## src/rtl/multicycle_control_fsm.sv

```systemverilog
// Main control FSM of the multicycle CPU: sequences fetch/decode/execute/writeback,
// drives FlagsWrite to the conditional unit and gates architectural writes with CondEx.
module multicycle_control_fsm #(
    parameter int STATE_W = 4
) (
    input  logic               clk,
    input  logic               reset,
    input  logic [1:0]         Op,
    input  logic [5:0]         Funct,
    input  logic [3:0]         Rd,
    input  logic               CondEx,
    input  logic               MemReady,
    output logic               PCWrite,
    output logic               IRWrite,
    output logic               MemWrite,
    output logic               RegWrite,
    output logic               AdrSrc,
    output logic [1:0]         ResultSrc,
    output logic               ALUSrcA,
    output logic [1:0]         ALUSrcB,
    output logic [1:0]         ALUControl,
    output logic [1:0]         FlagsWrite,
    output logic [STATE_W-1:0] State
);

    typedef enum logic [3:0] {
        S_FETCH  = 4'd0,
        S_DECODE = 4'd1,
        S_MEMADR = 4'd2,
        S_MEMRD  = 4'd3,
        S_MEMWB  = 4'd4,
        S_MEMWR  = 4'd5,
        S_EXECR  = 4'd6,
        S_EXECI  = 4'd7,
        S_ALUWB  = 4'd8,
        S_BRANCH = 4'd9
    } state_t;

    state_t     state_q, state_d;
    logic [3:0] cmd;
    logic [1:0] alu_dec;
    logic       cmd_known, cmd_cmp, cmd_arith, dp_wr;

    assign cmd = Funct[4:1];

    // Unknown commands execute as ADD but must not change any architectural state.
    always_comb begin
        alu_dec   = 2'b00;
        cmd_known = 1'b1;
        cmd_cmp   = 1'b0;
        cmd_arith = 1'b0;
        case (cmd)
            4'b0100: begin alu_dec = 2'b00; cmd_arith = 1'b1; end
            4'b0010: begin alu_dec = 2'b01; cmd_arith = 1'b1; end
            4'b0000: alu_dec = 2'b10;
            4'b1100: alu_dec = 2'b11;
            4'b1010: begin alu_dec = 2'b01; cmd_cmp = 1'b1; cmd_arith = 1'b1; end
            default: cmd_known = 1'b0;
        endcase
    end

    assign dp_wr = CondEx & cmd_known & ~cmd_cmp;

    always_comb begin
        state_d = state_q;
        case (state_q)
            S_FETCH:  state_d = MemReady ? S_DECODE : S_FETCH;
            S_DECODE: begin
                case (Op)
                    2'b00:   state_d = Funct[5] ? S_EXECI : S_EXECR;
                    2'b01:   state_d = S_MEMADR;
                    2'b10:   state_d = S_BRANCH;
                    default: state_d = S_FETCH;
                endcase
            end
            S_MEMADR: state_d = Funct[0] ? S_MEMRD : S_MEMWR;
            S_MEMRD:  state_d = MemReady ? S_MEMWB : S_MEMRD;
            S_MEMWR:  state_d = MemReady ? S_FETCH : S_MEMWR;
            S_EXECR,
            S_EXECI:  state_d = S_ALUWB;
            default:  state_d = S_FETCH;
        endcase
    end

    always_ff @(posedge clk) begin
        if (reset) state_q <= S_FETCH;
        else       state_q <= state_d;
    end

    // Reset forces every enable and select low so an aborted instruction leaves no trace.
    always_comb begin
        PCWrite    = 1'b0;
        IRWrite    = 1'b0;
        MemWrite   = 1'b0;
        RegWrite   = 1'b0;
        AdrSrc     = 1'b0;
        ResultSrc  = 2'b00;
        ALUSrcA    = 1'b0;
        ALUSrcB    = 2'b00;
        ALUControl = 2'b00;
        FlagsWrite = 2'b00;
        if (!reset) begin
            case (state_q)
                S_FETCH: begin
                    ALUSrcA = 1'b1; ALUSrcB = 2'b10; ResultSrc = 2'b10;
                    IRWrite = MemReady; PCWrite = MemReady;
                end
                S_DECODE: begin
                    ALUSrcA = 1'b1; ALUSrcB = 2'b10; ResultSrc = 2'b10;
                end
                S_MEMADR: ALUSrcB = 2'b01;
                S_MEMRD:  AdrSrc = 1'b1;
                S_MEMWB: begin
                    ResultSrc = 2'b01;
                    RegWrite  = CondEx;
                    PCWrite   = CondEx & (Rd == 4'd15);
                end
                S_MEMWR: begin
                    AdrSrc = 1'b1; MemWrite = CondEx;
                end
                S_EXECR: ALUControl = alu_dec;
                S_EXECI: begin
                    ALUSrcB = 2'b01; ALUControl = alu_dec;
                end
                S_ALUWB: begin
                    ALUControl = alu_dec;
                    RegWrite   = dp_wr;
                    PCWrite    = dp_wr & (Rd == 4'd15);
                    if (cmd_cmp)        FlagsWrite = 2'b11;
                    else if (cmd_known) FlagsWrite = {Funct[0], Funct[0] & cmd_arith};
                end
                S_BRANCH: begin
                    ALUSrcB = 2'b01; ResultSrc = 2'b10; PCWrite = CondEx;
                end
                default: ;
            endcase
        end
    end

    assign State = STATE_W'(state_q);

endmodule
```

## config.mk

```make
export PLATFORM = sky130hd
export DESIGN_NAME = multicycle_control_fsm
export DESIGN_NICKNAME = d
export VERILOG_FILES = /design/src/rtl/multicycle_control_fsm.sv
export SDC_FILE = /design/constraint.sdc
export NUM_CORES = 1
export LEC_CHECK = 0
export ABC_AREA = 1
export BUFFER_PORTS_ARGS = -buffer_cell sky130_fd_sc_hd__buf_2
export CAP_MARGIN = 20
export CORE_MARGIN = 3
export CORE_UTILIZATION = 30
export DETAILED_ROUTE_END_ITERATION = 12
export PLACE_DENSITY = 0.69
export SYNTH_ARGS = -nofsm -noshare
export SYNTH_HDL_FRONTEND = slang
export SYNTH_SLANG_ARGS = --single-unit
```

## constraint.sdc

```tcl
create_clock -name clk -period 3.37 [get_ports clk]
set_input_delay 0.674 -clock clk [delete_from_list [all_inputs] [get_ports clk]]
set_output_delay 0.674 -clock clk [all_outputs]
set_load 0.02 [all_outputs]
```

==> run_results.csv, run 1 <==
group,metric,value,unit
logic_synthesis,synth_edf_count,0,
pwr,power_density,287,nW/um2
grt,grt_start_max_net_pins,14,
worst_setup_path,end_kind,"output pin",
route,vias,706,
route,avgViaCountPerCell,4.84,
logic_synthesis,synthTopCellsByArea,"dfxtp_1 (16%), inv_1 (14%), nand2_1 (14%)",
logic_synthesis,synth.largest_area_cell,"dfxtp_1",
route,routed_wirelength,1400,um
die,pin_count,34,
pwr,share_comb_of_total_power,0.410,
cts,cts_tree,"done",
cts,post_cts_buffers,0,
route,drc,0,
logic_synthesis,syn-num-nets,112,
cts,h-tree-depth,1,
min_path,hold_path.class,"register to register",
timing,setup_viol,0,
die,rows,14,
pwr,switchingPower,78.7,uW
worst_setup_path,critPathLaunchType,"primary input",
worst_setup_path,critical_path_class,"primary input to output pin",
route,ant_nets,0,
grt,grt_pass1_vias,581,
timing,relSlewSlack,0.801,
logic_synthesis,synthCells,96,
pwr,seqPwrFrac,0.281,
cts,clk_path_buf_depth,2,
pwr,swShare,0.397,
timing,finalCritPeriodShare,0.685,
timing,tightest_slew,0.296,ns
cts,hold_buffers,0,
logic_synthesis,synthMuxAreaShare,0,
worst_setup_path,r2r_cells,9,
die,start_util,0.323,
logic_synthesis,yosysSeqAreaShare,0.162,
timing,drv_slew,0,
worst_setup_path,path_cells,"buf_2 -> nor2_1 -> nand2_1 -> nand2_1 -> nand3_1 -> nand2_1 -> nand2_1 -> a21oi_1 -> buf_2",
grt,grt_antenna_before_repair,0,
worst_setup_path,rr_endpoint,"State[1]$_SDFF_PP0_",
timing,finalWorstPathRequiredPeriod,2.31,ns
timing,final-hold-violation-count,0,
worst_setup_path,cp_max_fo,3,
layout,largest_reg_flops,4,
worst_setup_path,crit_path_frequent_cell,"nand2_1",
layout,nFillCells,176,
logic_synthesis,ys_seq_elements,4,
cts,cts.clk_slew.worst_paths,0.04,ns
cts,clock_sinks,4,
logic_synthesis,synth_top_area_share,0.162,
timing,max_freq,0.433,GHz
pwr,ir_worst_vdd,0.198,mV
worst_setup_path,cp_num_buf_inv,2,
logic_synthesis,synth_xor_area_frac,0,
layout,postLayoutCellArea,689,um2
logic_synthesis,ys_types,20,
logic_synthesis,yosys_warnings,0,
cts,clkLatencyLatePin,0.24,ns
logic_synthesis,async_flop_share,0,
layout,antenna_cells,0,
placed_design,port_buffers,33,
route,drt_iter0_markers,14,
min_path,holdPathEnd,"State[3]$_SDFF_PP0_",
placed_design,dpl-instance-area,667,um2
run_status,outcome,"finished clean",
worst_setup_path,cp_slowest_cell,"buf_2",
layout,final_nets,148,
run,drv_cap,0,
logic_synthesis,synthAdderAreaFrac,0,
grt,overflow,0,
worst_setup_path,r2r_slack,2.22,ns
logic_synthesis,synth_top_family_by_area,"simple AND/OR/NAND/NOR gates",
layout,final_layout_size_suffix_gt1_frac,0.323,
logic_synthesis,synth_compound_area_frac,0.142,
min_path,min_path_cells,4,
die,die-width,46.5,um
timing,rsz0062_at_grt,"false",
logic_synthesis,syn-cell-area,493,um2
pwr,leakagePower,0.000410,uW
die,die-area,2170,um2
cts,ctsRootBufferMaster,"clkbuf_4",
worst_setup_path,cp.arrival,1.63,ns
layout,fin_util,0.452,
timing,tns,0,ns
cts,cts_made_buffers,3,
logic_synthesis,yosys.area_share.simple,0.513,
logic_synthesis,synth_common_cells,"inv_1 (19), nand2_1 (19), nor2_1 (16), nand3_1 (12), a21oi_1 (6)",
layout,area_growth,39.8,%
timing,finalClockSkew,0.00842,ns
die,core-area,1520,um2
worst_setup_path,required,2.70,ns
pwr,clkPwrFrac,0.309,
worst_setup_path,reg2reg_from,"State[3]$_SDFF_PP0_",
grt,track_usage,0.151,
logic_synthesis,ys.flop_type,"dfxtp_1",
grt,grt_pass1_wl,2330,um
placed_design,gp_congestion,0.788,
logic_synthesis,synth_area_per_cell,5.14,um2
route,post_drt_wl_per_cell,9.60,um
min_path,hold_start,"State[1]$_SDFF_PP0_",
pwr,p_int,119,uW
die,die_h,46.5,um
cts,cts_resized,0,
route,drt-pass1-iter-count,4,
worst_setup_path,slowest_delay,0.18,ns
worst_setup_path,crit_family,"simple AND/OR/NAND/NOR gates",
placed_design,dp_hpwl,1200,um
layer usage:
metal / GRT usage / up-vias / part of all wire / routed length [um]
met5: 0 / - / 0 / 0
met3: 0.0313 / 4 / 0.087 / 122
met1: 0.208 / 302 / 0.46 / 638
met4: 0.102 / 0 / 0.021 / 29
met2: 0.203 / 28 / 0.44 / 610
li1: - / 372 / - / -
per-stage QoR:
step / cells / total power, uW / hold WS, ns / setup WS (ns)
finish: 146 / 198 / 0.665 / 1.06
CTS: 146 / 202 / 0.659 / 1.06
floorplan: 96 / 111 / 0.704 / 1.10
global route: 146 / 219 / 0.754 / 0.947
detailed placement: 143 / 138 / 0.662 / 1.06
global placement: 143 / 137 / 0.663 / 1.08
layout make-up:
class / count / area, um2 / area share
Tap cell: 16 / 20.0 / 0.0290
Clock buffer: 3 / 22.5 / 0.0327
Sequential cell: 4 / 80.1 / 0.116
Multi-Input combinational cell: 69 / 323 / 0.468
Inverter: 21 / 78.8 / 0.114
Timing Repair Buffer: 33 / 165 / 0.240
power by group through the flow:
stage	combinational, uW	sequential (uW)	clock [uW]
6_report	81.3	55.6	61.2
5_1_grt	91.8	56.4	70.6
4_1_cts	81.8	55.5	64.2
3_5_place_dp	81.5	56.3	0
3_3_place_gp	80.9	56.3	0
2_1_floorplan	50.5	60.0	0
placed cells by master, fill, tap and decap left out:
cell type	synthesis	final
nor2_2	1	1
o21ai_1	1	1
nand3_2	1	1
nand2_1	19	19
buf_2	0	33
nand4_1	2	2
a21oi_1	6	6
nor3_2	1	1
nor3_1	2	2
o21bai_1	1	1
nor4_1	1	1
inv_2	2	2
nand2_2	1	1
o21ai_0	4	4
dfxtp_1	4	4
a211oi_1	1	1
clkbuf_4	0	3
inv_1	19	19
nand3_1	12	12
nor2_1	16	16
worst min-delay path, cell delays in order (launching register included):
cell and delay (ns):
dfxtp_1 0.34, inv_2 0.10, nor2_1 0.07, inv_1 0.05, a21oi_1 0.05
kinds of logic after synthesis:
family | Yosys count
AO/OA/AOI/OAI | 13
buffers and inverters | 23
flip-flops | 4
AND/OR/NAND/NOR | 56
how the worst max path moves through the flow:
stage                     cells past startpoint  endpoint      from
after floorplan                               2  MemWrite     reset
after global placement                        9   PCWrite  Funct[2]
after detailed placement                      9   PCWrite  Funct[2]
after CTS                                     9   PCWrite  Funct[2]
after global routing                          9   PCWrite  Funct[2]
final                                         9   PCWrite  Funct[2]
(Power assumes the default switching activity.)
==> inputs of run 2 (changes only) <==
--- a/config.mk
+++ b/config.mk
@@ -5,13 +5,13 @@
 export SDC_FILE = /design/constraint.sdc
 export NUM_CORES = 1
 export LEC_CHECK = 0
-export ABC_AREA = 1
+export ABC_AREA = 0
 export BUFFER_PORTS_ARGS = -buffer_cell sky130_fd_sc_hd__buf_2
 export CAP_MARGIN = 20
 export CORE_MARGIN = 3
 export CORE_UTILIZATION = 30
 export DETAILED_ROUTE_END_ITERATION = 12
-export PLACE_DENSITY = 0.69
+export PLACE_DENSITY = 0.67
 export SYNTH_ARGS = -nofsm -noshare
 export SYNTH_HDL_FRONTEND = slang
 export SYNTH_SLANG_ARGS = --single-unit
==> constraint.sdc (replaced) <==
create_clock -name clk -period 2.38 [get_ports clk]
set_input_delay 0.476 -clock clk [delete_from_list [all_inputs] [get_ports clk]]
set_output_delay 0.476 -clock clk [all_outputs]
set_load 0.02 [all_outputs]
==> run 2 against run 1 <==
  * Combinational power grew 57%
  * Die area increased by 15%
  * Synthesized cell count down 16%
  * Flip-flop and latch count did not move
  * Non-clock buffer count increased by 5
  * Clock skew about the same
  * Sequential power is 46% higher
  * Area after synthesis up 17%
  * Clock power up 47%
  * Via count increased by 6.4%
  * Cell count decreased by 4.1%
  * Critical path type is now register to output pin
==> run_results.csv, run 2 <==
group,metric,value,unit
layout,mostFrequentLayoutCell,"buf_2",
cts,cts_made_buffers,3,
timing,relSlewSlack,0.693,
logic_synthesis,yosysSeqAreaShare,0.139,
die,die-width,49.9,um
timing,setup_viol,0,
timing,drv_slew,0,
timing,final-hold-violation-count,0,
logic_synthesis,syn-cell-area,578,um2
timing,tightest_slew,0.456,ns
worst_setup_path,crit_path_frequent_cell,"or3_4",
logic_synthesis,synth_edf_count,0,
grt,overflow,0,
logic_synthesis,ys.flop_type,"dfxtp_1",
logic_synthesis,ys_seq_elements,4,
cts,h-tree-depth,1,
worst_setup_path,crit_family,"simple AND/OR/NAND/NOR gates",
placed_design,port_buffers,33,
worst_setup_path,reg2reg_from,"State[1]$_SDFF_PP0_",
cts,cts.clk_slew.worst_paths,0.04,ns
grt,track_usage,0.149,
logic_synthesis,syn-num-nets,97,
cts,ctsRootBufferMaster,"clkbuf_4",
worst_setup_path,rr_endpoint,"State[1]$_SDFF_PP0_",
cts,clkLatencyLatePin,0.25,ns
cts,clk_path_buf_depth,2,
die,die_h,49.9,um
worst_setup_path,slowest_delay,0.44,ns
pwr,power_density,373,nW/um2
min_path,hold_path.class,"primary input to register",
grt,grt_start_max_net_pins,12,
placed_design,dp.cells,137,
layout,final_layout_size_suffix_gt1_frac,0.452,
route,drt-pass1-iter-count,4,
logic_synthesis,yosysMostFrequentCell,"nor2_1",
layout,fin_cells,140,
run,drv_cap,0,
cts,cts_tree,"done",
worst_setup_path,cp.arrival,1.81,ns
worst_setup_path,worstSetupEndpoint,"FlagsWrite[1]",
timing,tns,0,ns
die,pin_count,34,
die,rows,15,
die,core-area,1760,um2
logic_synthesis,synth_area_per_cell,7.14,um2
logic_synthesis,ys_types,37,
logic_synthesis,synth_common_cells,"nor2_1 (9), nand2b_1 (6), nor4_1 (6)",
pwr,leakagePower,0.000364,uW
layout,area_growth,39.0,%
grt,grt_antenna_before_repair,0,
grt,grt_pass1_wl,2970,um
route,routed_wirelength,1780,um
cts,clock_sinks,4,
logic_synthesis,synth.largest_area_cell,"dfxtp_1",
pwr,ir_worst_vdd,0.183,mV
worst_setup_path,cp_num_buf_inv,1,
layout,layout_common_cells,"buf_2 (33), nor2_1 (8), nand2b_1 (6)",
route,post_drt_wl_per_cell,12.7,um
logic_synthesis,synthTopCellsByArea,"dfxtp_1 (14%), nand2b_1 (6.5%), nor4_1 (6.5%)",
run_status,outcome,"finished clean",
route,drt_iter0_markers,11,
logic_synthesis,synth_top_area_share,0.139,
logic_synthesis,synthCells,81,
cts,hold_buffers,0,
worst_setup_path,path_cells,"or3_4 -> or3_4 -> nor3_2 -> buf_2",
placed_design,gp_congestion,0.767,
layout,antenna_cells,0,
die,start_util,0.328,
timing,finalWorstPathRequiredPeriod,2.29,ns
worst_setup_path,critPathLaunch,"State[1]$_SDFF_PP0_",
worst_setup_path,cp_max_fo,10,
worst_setup_path,required,1.90,ns
worst_setup_path,cp_slowest_cell,"or3_4",
route,avgViaCountPerCell,5.36,
logic_synthesis,yosys_warnings,0,
layout,final_nets,133,
logic_synthesis,async_flop_share,0,
route,drc,0,
route,ant_nets,0,
worst_setup_path,end_kind,"output pin",
worst_setup_path,path_depth,4,
timing,finalCritPeriodShare,0.961,
grt,grt_pass1_vias,687,
timing,max_freq,0.437,GHz
worst_setup_path,critical_path_class,"register to output pin",
route,vias,751,
timing,finalClockSkew,0.00805,ns
worst_setup_path,r2r_slack,0.81,ns
worst_setup_path,r2r_cells,4,
layout,fin_util,0.455,
worst_setup_path,critPathLaunchType,"register",
layout,largest_reg_flops,4,
timing,holdWs,0.510,ns
placed_design,dp_hpwl,1400,um
die,die-area,2490,um2
run 2: changes by cell type in the layout (fill, tap and decap cells not counted), sizes merged, moves of 5 or more:
cell    delta
nand2     -18
buf        +5
nor2       -8
nand3     -13
nand2b     +6
nor2b      +5
inv       -18
nor4       +5
run 2: cell type report:
cell class / count / area (um2)
clock buffer: 3 / 22.5
fill: 205 / 961
inverter: 3 / 11.3
multi-input combinational: 67 / 454
sequential: 4 / 81.3
tap: 25 / 31.3
timing repair buffer: 38 / 203
run 2: routing by layer:
metal / share of wire / track usage / vias to the layer above
met5: 0 / 0 / -
met1: 0.46 / 0.182 / 346
met4: 0.013 / 0.0691 / 0
met3: 0.064 / 0.0242 / 4
met2: 0.46 / 0.251 / 27
li1: - / - / 374
run 2: logic make-up after synthesis:
logic type             after synthesis  synth area share
multiplexers                         1            0.0195
AO/OA/AOI/OAI                       23             0.277
AND/OR/NAND/NOR                     41             0.435
flip-flops                           4             0.139
buffers and inverters               10            0.0996
XOR/XNOR                             2            0.0303
run 2: what timing repair did:
item,in CTS,in global routing
gates resized for setup,0,3
endpoints found under the setup margin,0,2
setup buffers,0,0
run 2: how the worst min path moves through the flow:
stage / start / end / slack [ns] / cells past startpoint
final: Op[1] / State[3]$_SDFF_PP0_ / 0.51 / 3
after global routing: Op[1] / State[3]$_SDFF_PP0_ / 0.54 / 3
after CTS: Op[1] / State[3]$_SDFF_PP0_ / 0.52 / 3
after detailed placement: State[1]$_SDFF_PP0_ / State[3]$_SDFF_PP0_ / 0.70 / 2
after global placement: State[1]$_SDFF_PP0_ / State[3]$_SDFF_PP0_ / 0.69 / 2
after floorplan: Op[1] / State[3]$_SDFF_PP0_ / 0.62 / 2
run 2: worst reg2reg max path, cell delays in order, from the launching register on:
cell,delay [ns]
dfxtp_1,0.41
buf_4,0.21
nand2b_1,0.20
or2_1,0.23
a2111oi_0,0.40
run 2: per-stage QoR:
stage	worst slack, ns	area [um2]	power (uW)
final	0.0933	803	299
after global routing	-0.0294	803	314
after CTS	0.0517	795	297
after detailed placement	0.138	772	208
after global placement	0.145	772	207
after floorplan	0.0572	584	166
run 2: report_power, final:
part           internal [uW]  leakage (uW)  switching [uW]
logic                   54.1      0.000317            74.3
clock network           56.7     0.0000138            32.9
registers               71.9     0.0000331            9.54
